===== config.mk =====
export PLATFORM = sky130hd
export DESIGN_NAME = dct_mac_pipe
export DESIGN_NICKNAME = d
export VERILOG_FILES = /design/src/rtl/dct_pkg.sv /design/src/rtl/dct_mult_stage.sv /design/src/rtl/dct_mac_pipe.sv
export SDC_FILE = /design/constraint.sdc
export NUM_CORES = 1
export LEC_CHECK = 0
export BUFFER_PORTS_ARGS = -buffer_cell sky130_fd_sc_hd__buf_2
export CORE_MARGIN = 2
export CORE_UTILIZATION = 45
export DETAILED_ROUTE_END_ITERATION = 8
export PLACE_DENSITY_LB_ADDON = 0.12
export SYNTH_ARGS = -nofsm -noshare
export SYNTH_HDL_FRONTEND = slang
export SYNTH_SLANG_ARGS = --single-unit

===== constraint.sdc =====
create_clock -name clk -period 5 [get_ports clk]
set_clock_uncertainty 0.2 [all_clocks]
set_input_delay 1 -clock clk [delete_from_list [all_inputs] [get_ports clk]]
set_output_delay 1 -clock clk [all_outputs]
set_load 0.05 [all_outputs]

===== src/rtl/dct_pkg.sv =====
// Shared defaults and types for the DCT multiply-accumulate lane.
package dct_pkg;

  localparam int DCT_DWIDTH = 8;
  localparam int DCT_CWIDTH = 8;
  localparam int DCT_NTAPS  = 8;
  localparam int DCT_RWIDTH = 20;

  typedef enum logic {
    IDLE,
    ACCUM
  } mac_state_t;

  // The tap counter must be able to hold the value NTAPS itself.
  function automatic int cnt_width(input int n);
    return $clog2(n + 1);
  endfunction

endpackage


===== src/rtl/dct_mult_stage.sv =====
// Sample/coefficient capture and registered signed multiply.
module dct_mult_stage #(
  parameter int DWIDTH = 8,
  parameter int CWIDTH = 8
) (
  input  logic                              clk,
  input  logic                              rst,
  input  logic                              ena,
  input  logic        [DWIDTH-1:0]          din,
  input  logic        [CWIDTH-1:0]          coef,
  input  logic                              v_in,
  input  logic                              f_in,
  output logic signed [DWIDTH+CWIDTH-1:0]   mult_res,
  output logic                              v_out,
  output logic                              f_out,
  output logic                              v_mid
);

  localparam int PW = DWIDTH + CWIDTH;

  logic [DWIDTH-1:0] din_r;
  logic [CWIDTH-1:0] coef_r;
  logic              f1;
  logic signed [PW-1:0] din_x;
  logic signed [PW-1:0] coef_x;

  assign din_x  = $signed({{CWIDTH{din_r[DWIDTH-1]}}, din_r});
  assign coef_x = $signed({{DWIDTH{coef_r[CWIDTH-1]}}, coef_r});

  always_ff @(posedge clk or posedge rst) begin
    if (rst) begin
      din_r    <= '0;
      coef_r   <= '0;
      v_mid    <= 1'b0;
      f1       <= 1'b0;
      mult_res <= '0;
      v_out    <= 1'b0;
      f_out    <= 1'b0;
    end else if (ena) begin
      din_r    <= din;
      coef_r   <= coef;
      v_mid    <= v_in;
      f1       <= f_in;
      mult_res <= din_x * coef_x;
      v_out    <= v_mid;
      f_out    <= f1;
    end
  end

endmodule


===== src/rtl/dct_mac_pipe.sv =====
// Block-framed signed MAC for one DCT coefficient lane.
module dct_mac_pipe
  import dct_pkg::*;
#(
  parameter int DWIDTH = DCT_DWIDTH,
  parameter int CWIDTH = DCT_CWIDTH,
  parameter int NTAPS  = DCT_NTAPS,
  parameter int RWIDTH = DCT_RWIDTH
) (
  input  logic                     clk,
  input  logic                     rst,
  input  logic                     ena,
  input  logic                     start,
  input  logic                     din_valid,
  input  logic        [DWIDTH-1:0] din,
  input  logic        [CWIDTH-1:0] coef,
  output logic signed [RWIDTH-1:0] result,
  output logic                     result_valid,
  output logic                     busy
);

  localparam int PW = DWIDTH + CWIDTH;
  localparam int CW = cnt_width(NTAPS);
  localparam logic [CW-1:0] NT = CW'(NTAPS);

  if (NTAPS < 1) begin : g_ntaps_chk
    $error("dct_mac_pipe: NTAPS must be >= 1");
  end
  if (RWIDTH < PW + $clog2(NTAPS)) begin : g_rw_chk
    $error("dct_mac_pipe: RWIDTH too narrow for NTAPS products");
  end

  mac_state_t state;
  logic [CW-1:0] tcnt;
  logic [CW-1:0] tcnt_nxt;
  logic          accept;

  assign accept   = din_valid & (start | (state == ACCUM));
  assign tcnt_nxt = start ? CW'(1) : tcnt + CW'(1);

  // Framing counts accepted samples so a block closes at S1 time.
  always_ff @(posedge clk or posedge rst) begin
    if (rst) begin
      state <= IDLE;
      tcnt  <= '0;
    end else if (ena && accept) begin
      if (tcnt_nxt == NT) begin
        state <= IDLE;
        tcnt  <= '0;
      end else begin
        state <= ACCUM;
        tcnt  <= tcnt_nxt;
      end
    end
  end

  logic signed [PW-1:0] mult_res;
  logic v1;
  logic v2;
  logic f2;

  dct_mult_stage #(
    .DWIDTH (DWIDTH),
    .CWIDTH (CWIDTH)
  ) u_mult (
    .clk      (clk),
    .rst      (rst),
    .ena      (ena),
    .din      (din),
    .coef     (coef),
    .v_in     (accept),
    .f_in     (start),
    .mult_res (mult_res),
    .v_out    (v2),
    .f_out    (f2),
    .v_mid    (v1)
  );

  logic signed [RWIDTH-1:0] prod;
  logic signed [RWIDTH-1:0] acc;
  logic signed [RWIDTH-1:0] acc_nxt;
  logic [CW-1:0] cnt;
  logic [CW-1:0] cnt_nxt;
  logic          done;

  assign prod    = RWIDTH'(mult_res);
  assign acc_nxt = f2 ? prod : acc + prod;
  assign cnt_nxt = f2 ? CW'(1) : cnt + CW'(1);
  assign done    = v2 & (cnt_nxt == NT);

  always_ff @(posedge clk or posedge rst) begin
    if (rst) begin
      acc          <= '0;
      cnt          <= '0;
      result       <= '0;
      result_valid <= 1'b0;
    end else if (ena) begin
      result_valid <= done;
      if (v2) begin
        acc <= acc_nxt;
        cnt <= done ? '0 : cnt_nxt;
      end
      if (done) result <= acc_nxt;
    end else begin
      result_valid <= 1'b0;
    end
  end

  assign busy = (state == ACCUM) | v1 | v2;

endmodule

=== Word level (Yosys, flattened, before mapping) ===
Index checks and enable logic that the tools add are counted.

* Input bits: 21
* Output and inout port bits: 22
* Bits in registers: 86

* $mul: 1
* Muxes and demuxes: 7
* Equal/unequal tests: 2
* Reductions and logical operators: 3
* Add/subtract/negate cells: 3
* Bitwise logic cells: 5

{| class="wikitable"
|+ Operators by type and width
! operator !! count
|-
| 20-bit by 16-bit adder with 20-bit output || 1
|-
| 20-bit two-way mux || 1
|-
| 8-bit by 8-bit multiplier with 16-bit output || 1
|-
| 4-bit two-way mux || 4
|-
| 4-bit by 1-bit adder with 4-bit output, second input constant || 2
|-
| 4-bit equality test, second input constant || 2
|-
| 2-bit AND reduction || 2
|-
| 1-bit OR || 3
|-
| 1-bit AND || 2
|-
| 1-bit two-way mux || 2
|-
| 1-bit logical AND || 1
|}

=== Depth between registers and ports, before layout ===
Gate-level depths: netlist of the first run.

* Depth in word-level cells: 5
* Mapped depth: 18
* Gate-level depth less buffers: 18

=== Modules after synthesis ===
From an unflattened synthesis of the first run, not the netlist that was laid out.

* Cell total of the unflattened synthesis: 716
* Area, all modules: 6914.1 um^2

{| class="wikitable"
|+ Modules (own cells, without submodules)
! module !! seq. area each (um^2) !! area each (um^2) !! times used !! cells each
|-
| dct_mult_stage || 900.9 || 3860.0 || 1 || 366
|-
| dct_mac_pipe || 1251.2 || 3054.2 || 1 || 350
|}

=== Least setup slack after synthesis of the first run ===
OpenSTA, ideal clock, no wires.

* Path type: register to register
* Start point: register u_mult.coef_r[4]
* End point: register u_mult.mult_res[14]
* Clock period less this slack: 4.784 ns
* Stages on the path, launching flop included: 18
* Required time: 4.661 ns
* Path buffers: 0
* Setup slack: 0.216 ns
* Library setup time: 0.139 ns
* Arrival time: 4.446 ns
* Path through: dfrtp_1 and2_1 fa_1 inv_1 fa_1 inv_1 fa_1 inv_1 fa_1 inv_1 ha_1 a21oi_1 o21bai_1 a21oi_1 o21bai_1 a31oi_1 mux2i_1 or4_1

* Longest elaborated chain between the ends: 1

{| class="wikitable"
|+ RTL lines
! item !! line !! RTL
|-
| start: declaration || dct_mult_stage.sv:22 || <nowiki>logic [CWIDTH-1:0] coef_r;</nowiki>
|-
| start signal: assignment || dct_mult_stage.sv:41 || <nowiki>coef_r <= coef;</nowiki>
|-
| 8-bit by 8-bit multiplier with 16-bit output || dct_mult_stage.sv:44 || <nowiki>mult_res <= din_x * coef_x;</nowiki>
|-
| end signal: assignment || dct_mult_stage.sv:44 ||
|-
| end: declaration || dct_mult_stage.sv:13 || <nowiki>output logic signed [DWIDTH+CWIDTH-1:0] mult_res,</nowiki>
|}

No other way between the ends.
A chain may end at the register's enable or synchronous reset.

=== Worst setup path in the final report of the first run ===
* Start point: register u_mult.coef_r[2]
* End point: register u_mult.mult_res[14]

The elaborated chain is that of the path after synthesis.

==> flow_summary_export.csv, run 1 <==
group,metric,value,unit
finish,fin_nets,883,
placement,place_congestion,0.847,
logic_synthesis,yosysTopAreaCellShare,31.5,%
finish,final_util,51.7,%
sta,setup_viol,0,
placement,dpl.hpwl,10.5,mm
setup_path,start_kind,"flop",
sta,slew_headroom,26.2,%
routing,drcViolationCount,0,
clock_tree,htreeDepth,3,
setup_path,crit_path_end_kind,"flop",
die,die-area,16200,sq um
sta,period_share,96.2,%
clock_tree,cts_buffer_depth,2,
routing,wl,13.6,mm
clock_tree,root_buffer,"clkbuf_16",
logic_synthesis,synth_edf_count,0,
logic_synthesis,synthMuxAreaShare,6.15,%
logic_synthesis,synth_xor_area_share,4.87,%
global_routing,grt_max_degree,51,
outcome,status,"completed",
logic_synthesis,synth_top_family_by_area,"adder cells",
die,start_util,45.5,%
global_routing,grt.total_usage,18.7,%
global_routing,antenna_found_initial,0,
logic_synthesis,synth_area_leader_cell,"dfrtp_1",
routing,ant_nets,0,
sta,worst_slew_pin_slew,1.11,ns
clock_tree,numCtsBuffers,9,
die,coreArea,15000,sq um
setup_path,critPathRequiredTime,5.01,ns
placement,placed_area,7330,sq um
pwr,p_leak,0.00381,uW
clock_tree,cts_tree,"built",
logic_synthesis,synth-simple-area-share,12.8,%
pwr,power.density,731,nW/um^2
routing,drtIter0Drc,193,
logic_synthesis,synth_area_leaders,"dfrtp_1 31%, fa_1 16%, ha_1 9.1%",
logic_synthesis,syn-mean-instance-area,9.80,sq um
clock_tree,clock-sinks,86,
logic_synthesis,async_flop_share,100,%
logic_synthesis,synth_compound_area_share,12.6,%
clock_tree,hold_buffers,0,
logic_synthesis,ys_seq_area_share,31.5,%
pwr,worst_ir_drop_vdd,0.350,mV
sta,fmax,208,MHz
pwr,total_power,5680,uW
sta,fin_crit,4.81,ns
logic_synthesis,ys_seq_elements,86,
setup_path,crit_type,"reg -> reg",
setup_path,arrival,4.82,ns
worst_hold_path,hp-class,"reg -> reg",
routing,drtPass1Iterations,4,
die,rows,45,
routing,num_vias,4798,
logic_synthesis,ys_warn_count,0,
routing,viasPerCell,5.07,
flow_run,cap_violations,0,
finish,postLayoutCellArea,7770,sq um
setup_path,critPathMaxFanout,6,
clock_tree,path_clk_slew,0.06,ns
global_routing,grt_pass1_wl,24.5,mm
sta,finalMaxSlewViolations,0,
global_routing,grt_overflow,0,
finish,area_growth,13.6,%
logic_synthesis,synth.distinct_cells,55,
sta,finalHoldViolCount,0,
die,boundaryPins,43,
routing,wl_per_cell,14.3,microns
logic_synthesis,synth.net_count,825,
logic_synthesis,netlist_instances,698,
global_routing,grt_pass1_vias,5053,
die,die_h,127,microns
finish,n_antenna_cell,0,
die,dieWidth,127,microns
logic_synthesis,ys.flop_type,"dfrtp_1",
sta,tns,0,ns
finish,drive_gt1_share,18.4,%
sta,setup_slack,0.191,ns
placement,io_buffers,42,
placement,place_ws,0.0590,ns
logic_synthesis,synth-adder-area-share,25.5,%
logic_synthesis,synth_area,6840,sq um
clock_tree,clk_latency,0.33,ns
==> cells by family after synthesis <==
| logic type | Yosys count |
|---|---|
| and+or+nand+nor | 179 |
| AOI/OAI and AO/OA | 134 |
| buffers and inverters | 117 |
| adders and majority gates | 106 |
| DFF | 86 |
| xor gates and xnor gates | 38 |
| muxes | 38 |
==> stage by stage <==
step / instances / hold slack (ns)
after floorplan: 698 / 0.254
after global placement: 927 / 0.247
after detailed placement: 927 / 0.252
after CTS: 941 / 0.266
after global routing: 947 / 0.286
final: 947 / 0.258
==> layer usage <==
metal	wire length [microns]	track usage [%]
met1	6520	25.3
met2	6490	31.5
met3	302	3.14
met4	239	4.98
met5	0	0
==> area by class of cell <==
type | instances | area, sq um
fill | 1378 | 7270
multi-input combinational | 495 | 4330
sequential | 86 | 2160
timing repair buffer | 65 | 383
inverter | 99 | 375
clock buffer | 10 | 239
tap | 188 | 235
clock inverter | 4 | 48.8
==> path summary, 6_finish.rpt <==
check	depth (start not counted)	startpoint	endpoint	slack, ns
setup / recovery	17	u_mult.coef_r[2]	u_mult.mult_res[14]	0.19
hold / removal	2	result[0]	result[0]	0.26
setup reg to reg	17	u_mult.coef_r[2]	u_mult.mult_res[14]	0.19
hold reg to reg	2	result[0]	result[0]	0.26
max in group asynchronous	3	rst	u_mult.din_r[2]	2.94
min in group asynchronous	2	rst	u_mult.v_out	0.57
==> state kept, by name, summed over array words and instances, names as in the netlist <==
register / flops
cnt: 4
acc: 20
u_mult.mult_res: 16
u_mult.coef_r: 8
u_mult.f_out: 1
u_mult.v_mid: 1
u_mult.v_out: 1
result_valid: 1
state: 1
u_mult.din_r: 8
u_mult.f1: 1
result: 20
tcnt: 4
==> worst max-delay path: stages, from the launching register on <==
cell and delay [ns]:
dfrtp_1 0.42, buf_4 0.17, and2_1 0.16, fa_1 0.48
ha_1 0.30, inv_1 0.05, fa_1 0.51, fa_1 0.54
inv_1 0.04, ha_1 0.33, a21o_1 0.20, a21oi_4 0.13
o21bai_1 0.09, a21oi_2 0.15, o21bai_1 0.11, a31oi_1 0.21
mux2i_1 0.09, or4_1 0.49
==> cell usage after synthesis, drive strengths merged (2+ instances only) <==
cell	n
nand3	7
fa	56
inv	99
clkbuf	15
or3	4
mux2i	6
nand2	67
dfrtp	86
xor2	15
xnor2	23
nor2b	2
mux2	32
or4	2
buf	3
a211oi	2
and2	44
nor3	8
a21o	10
nor2	31
nand2b	4
and3	3
nand3b	2
o211a	2
o21a	6
o21ai	51
a21oi	31
o31ai	3
ha	50
a31oi	5
o211ai	5
a41o	2
o21bai	8
==> repair_timing <==
action | 4_1_cts | 5_1_grt
endpoints found under the setup margin | 0 | 4
resized for setup | 0 | 24
setup buffers | 0 | 6
==> cells in the final DEF, fill, tap and decap left out, types with 22 or more instances in the layout <==
master   count
inv_1       95
dfrtp_1     81
nand2_1     66
fa_1        54
ha_1        47
buf_2       42
and2_1      41
mux2_2      32
nor2_1      31
o21ai_1     27
a21oi_1     26
xnor2_1     23
buf_4       23
o21ai_0     22
==> power breakdown <==
| part | total (uW) | leakage [uW] | switching, uW | internal (uW) |
|---|---|---|---|---|
| Clock | 666 | 0.000144 | 271 | 394 |
| Sequential | 1100 | 0.00106 | 174 | 925 |
| Combinational | 3910 | 0.00260 | 2120 | 1790 |
(Power assumes the default switching activity.)
==> run 2, diff against run 1 <==
--- a/config.mk
+++ b/config.mk
@@ -5,11 +5,12 @@
 export SDC_FILE = /design/constraint.sdc
 export NUM_CORES = 1
 export LEC_CHECK = 0
-export BUFFER_PORTS_ARGS = -buffer_cell sky130_fd_sc_hd__buf_2
+export BUFFER_PORTS_ARGS = -buffer_cell sky130_fd_sc_hd__clkbuf_2
 export CORE_MARGIN = 2
 export CORE_UTILIZATION = 45
 export DETAILED_ROUTE_END_ITERATION = 8
 export PLACE_DENSITY_LB_ADDON = 0.12
+export SETUP_SLACK_MARGIN = 0.5
 export SYNTH_ARGS = -nofsm -noshare
 export SYNTH_HDL_FRONTEND = slang
 export SYNTH_SLANG_ARGS = --single-unit
==> flow_summary_export.csv, run 2 (synthesis gave the netlist of run 1 again) <==
group,metric,value,unit
outcome,status,"completed",
placement,io_buffers,42,
worst_hold_path,worstHoldStart,"result[0]",
setup_path,reg2reg_setup_slack,0.32,ns
routing,drcViolationCount,0,
setup_path,critPathMaxFanout,6,
routing,drtPass1Iterations,4,
routing,num_vias,4839,
clock_tree,path_clk_slew,0.06,ns
global_routing,grt.total_usage,18.9,%
routing,drtIter0Drc,245,
placement,placed_area,7290,sq um
routing,viasPerCell,5.09,
finish,area_growth,15.6,%
global_routing,antenna_found_initial,0,
die,coreArea,15000,sq um
global_routing,grt_pass1_wl,24.3,mm
routing,ant_nets,0,
finish,regArea,2170,sq um
routing,top_layer_used,"met4",
setup_path,crit_type,"reg -> reg",
finish,multiInputGateArea,4390,sq um
global_routing,grt_max_degree,51,
sta,finalHoldViolCount,0,
pwr,worst_ir_drop_vdd,0.305,mV
finish,drive_gt1_share,22.0,%
die,start_util,45.5,%
setup_path,reg2reg_to,"u_mult.mult_res[14]",
sta,slew_headroom,24.2,%
finish,postLayoutCellArea,7900,sq um
setup_path,arrival,4.70,ns
finish,top_regs,"acc x20, result x20, u_mult.mult_res x16",
pwr,power.density,748,nW/um^2
finish,most-common-layout-cells,"91 x inv_1, 70 x dfrtp_1, 67 x nand2_1",
clock_tree,htreeDepth,3,
global_routing,grt_pass1_vias,5036,
global_routing,grt_overflow,0,
clock_tree,clock-sinks,86,
die,die_h,127,microns
placement,dpl.hpwl,10.6,mm
routing,wl_met2,6.61,mm
worst_hold_path,hold_depth,2,
routing,dr_wl_met3,289,microns
finish,fin_nets,886,
die,rows,45,
placement,place_congestion,0.883,
sta,fmax,214,MHz
clock_tree,cts_buffer_depth,2,
sta,grt_setup_unrepaired,"yes",
clock_tree,root_buffer,"clkbuf_16",
pwr,p_leak,0.00381,uW
sta,fin_crit,4.68,ns
clock_tree,numCtsBuffers,9,
sta,tns,0,ns
clock_tree,cts_tree,"built",
pwr,total_power,5910,uW
flow_run,cap_violations,0,
sta,period_share,93.6,%
setup_path,start_kind,"flop",
worst_hold_path,hp-class,"reg -> reg",
sta,finalMaxSlewViolations,0,
die,die-area,16200,sq um
worst_hold_path,hold_end,"result[0]",
die,dieWidth,127,microns
die,boundaryPins,43,
finish,final_common_cell,"inv_1",
routing,wl_per_cell,14.7,microns
finish,n_antenna_cell,0,
routing,wl_met1,6.72,mm
sta,worst_slew_pin_slew,1.14,ns
sta,setup_viol,0,
finish,fill_cells,1338,
setup_path,crit_path_end_kind,"flop",
setup_path,critPathRequiredTime,5.02,ns
setup_path,reg2reg_depth,17,
setup_path,regToRegStartpoint,"u_mult.coef_r[4]",
clock_tree,clk_latency,0.34,ns
routing,wl,13.9,mm
-- run 2: changes by cell type in the layout (fill, tap and decap cells not counted), sizes merged --
cell,before,now
clkbuf,10,54
bufinv,1,2
clkinv,4,2
buf,65,26
-- run 2: per-stage QoR --
stage | setup slack [ns] | hold slack (ns) | util [%] | std cells
global placement | 0.260 | 0.251 | 48.5 | 914
detailed placement | 0.188 | 0.257 | 48.5 | 914
CTS | 0.299 | 0.271 | 52.3 | 948
floorplan | 0.508 | 0.254 | - | 698
global route | 0.159 | 0.297 | 52.6 | 951
finish | 0.321 | 0.265 | 52.6 | 951
-- run 2: timing repair --
item | CTS | global route
pin swaps | 24 | 9
setup endpoints to repair | 5 | 5
hold buffers | 0 | 0
cloned | 0 | 0
resized for setup | 46 | 4
buffers inserted | 19 | 3
-- run 2: worst max-delay path by stage --
| stage | end | cells past startpoint | start |
|---|---|---|---|
| finish | u_mult.mult_res[14] | 17 | u_mult.coef_r[4] |
| global route | u_mult.mult_res[14] | 19 | u_mult.din_r[2] |
| CTS | u_mult.mult_res[14] | 17 | u_mult.coef_r[4] |
| detailed placement | u_mult.mult_res[14] | 17 | u_mult.coef_r[4] |
| global placement | u_mult.mult_res[14] | 17 | u_mult.coef_r[3] |
| floorplan | u_mult.mult_res[14] | 17 | u_mult.din_r[3] |
-- run 2: metal layers --
layer | track usage (%) | up-vias
met2 | 30.6 | 64
met1 | 25.5 | 2335
met5 | 0 | -
li1 | - | 2420
met4 | 7.30 | 0
met3 | 3.35 | 20
-- run 2: final cells by class --
class                      instances  share of cell area (%)
sequential                        86                    27.5
inverter                          99                    4.72
tap                              188                    2.98
clock inverter                     3                   0.871
multi-input combinational        495                    55.6
clock buffer                      12                    3.12
timing repair buffer              68                    5.27
-- run 2: where the power goes --
| group | switching, uW | total, uW | internal, uW | leakage, uW |
|---|---|---|---|---|
| sequential | 184 | 1110 | 927 | 0.00105 |
| combinational | 2170 | 4070 | 1890 | 0.00261 |
| clock | 280 | 730 | 450 | 0.000153 |
| total | 2640 | 5910 | 3270 | 0.00381 |
-- run 2: critical path, cell delays in order, from the launching register on --
cell and delay [ns]:
dfrtp_2 0.45, and2_4 0.18, fa_1 0.53, inv_1 0.05
fa_1 0.47, inv_1 0.05, fa_1 0.52, inv_1 0.05
fa_1 0.48, inv_2 0.05, ha_4 0.27, a21oi_4 0.05
o21bai_1 0.19, a21oi_2 0.09, o21bai_1 0.21, a31oi_1 0.14
mux2i_1 0.13, or4_1 0.46
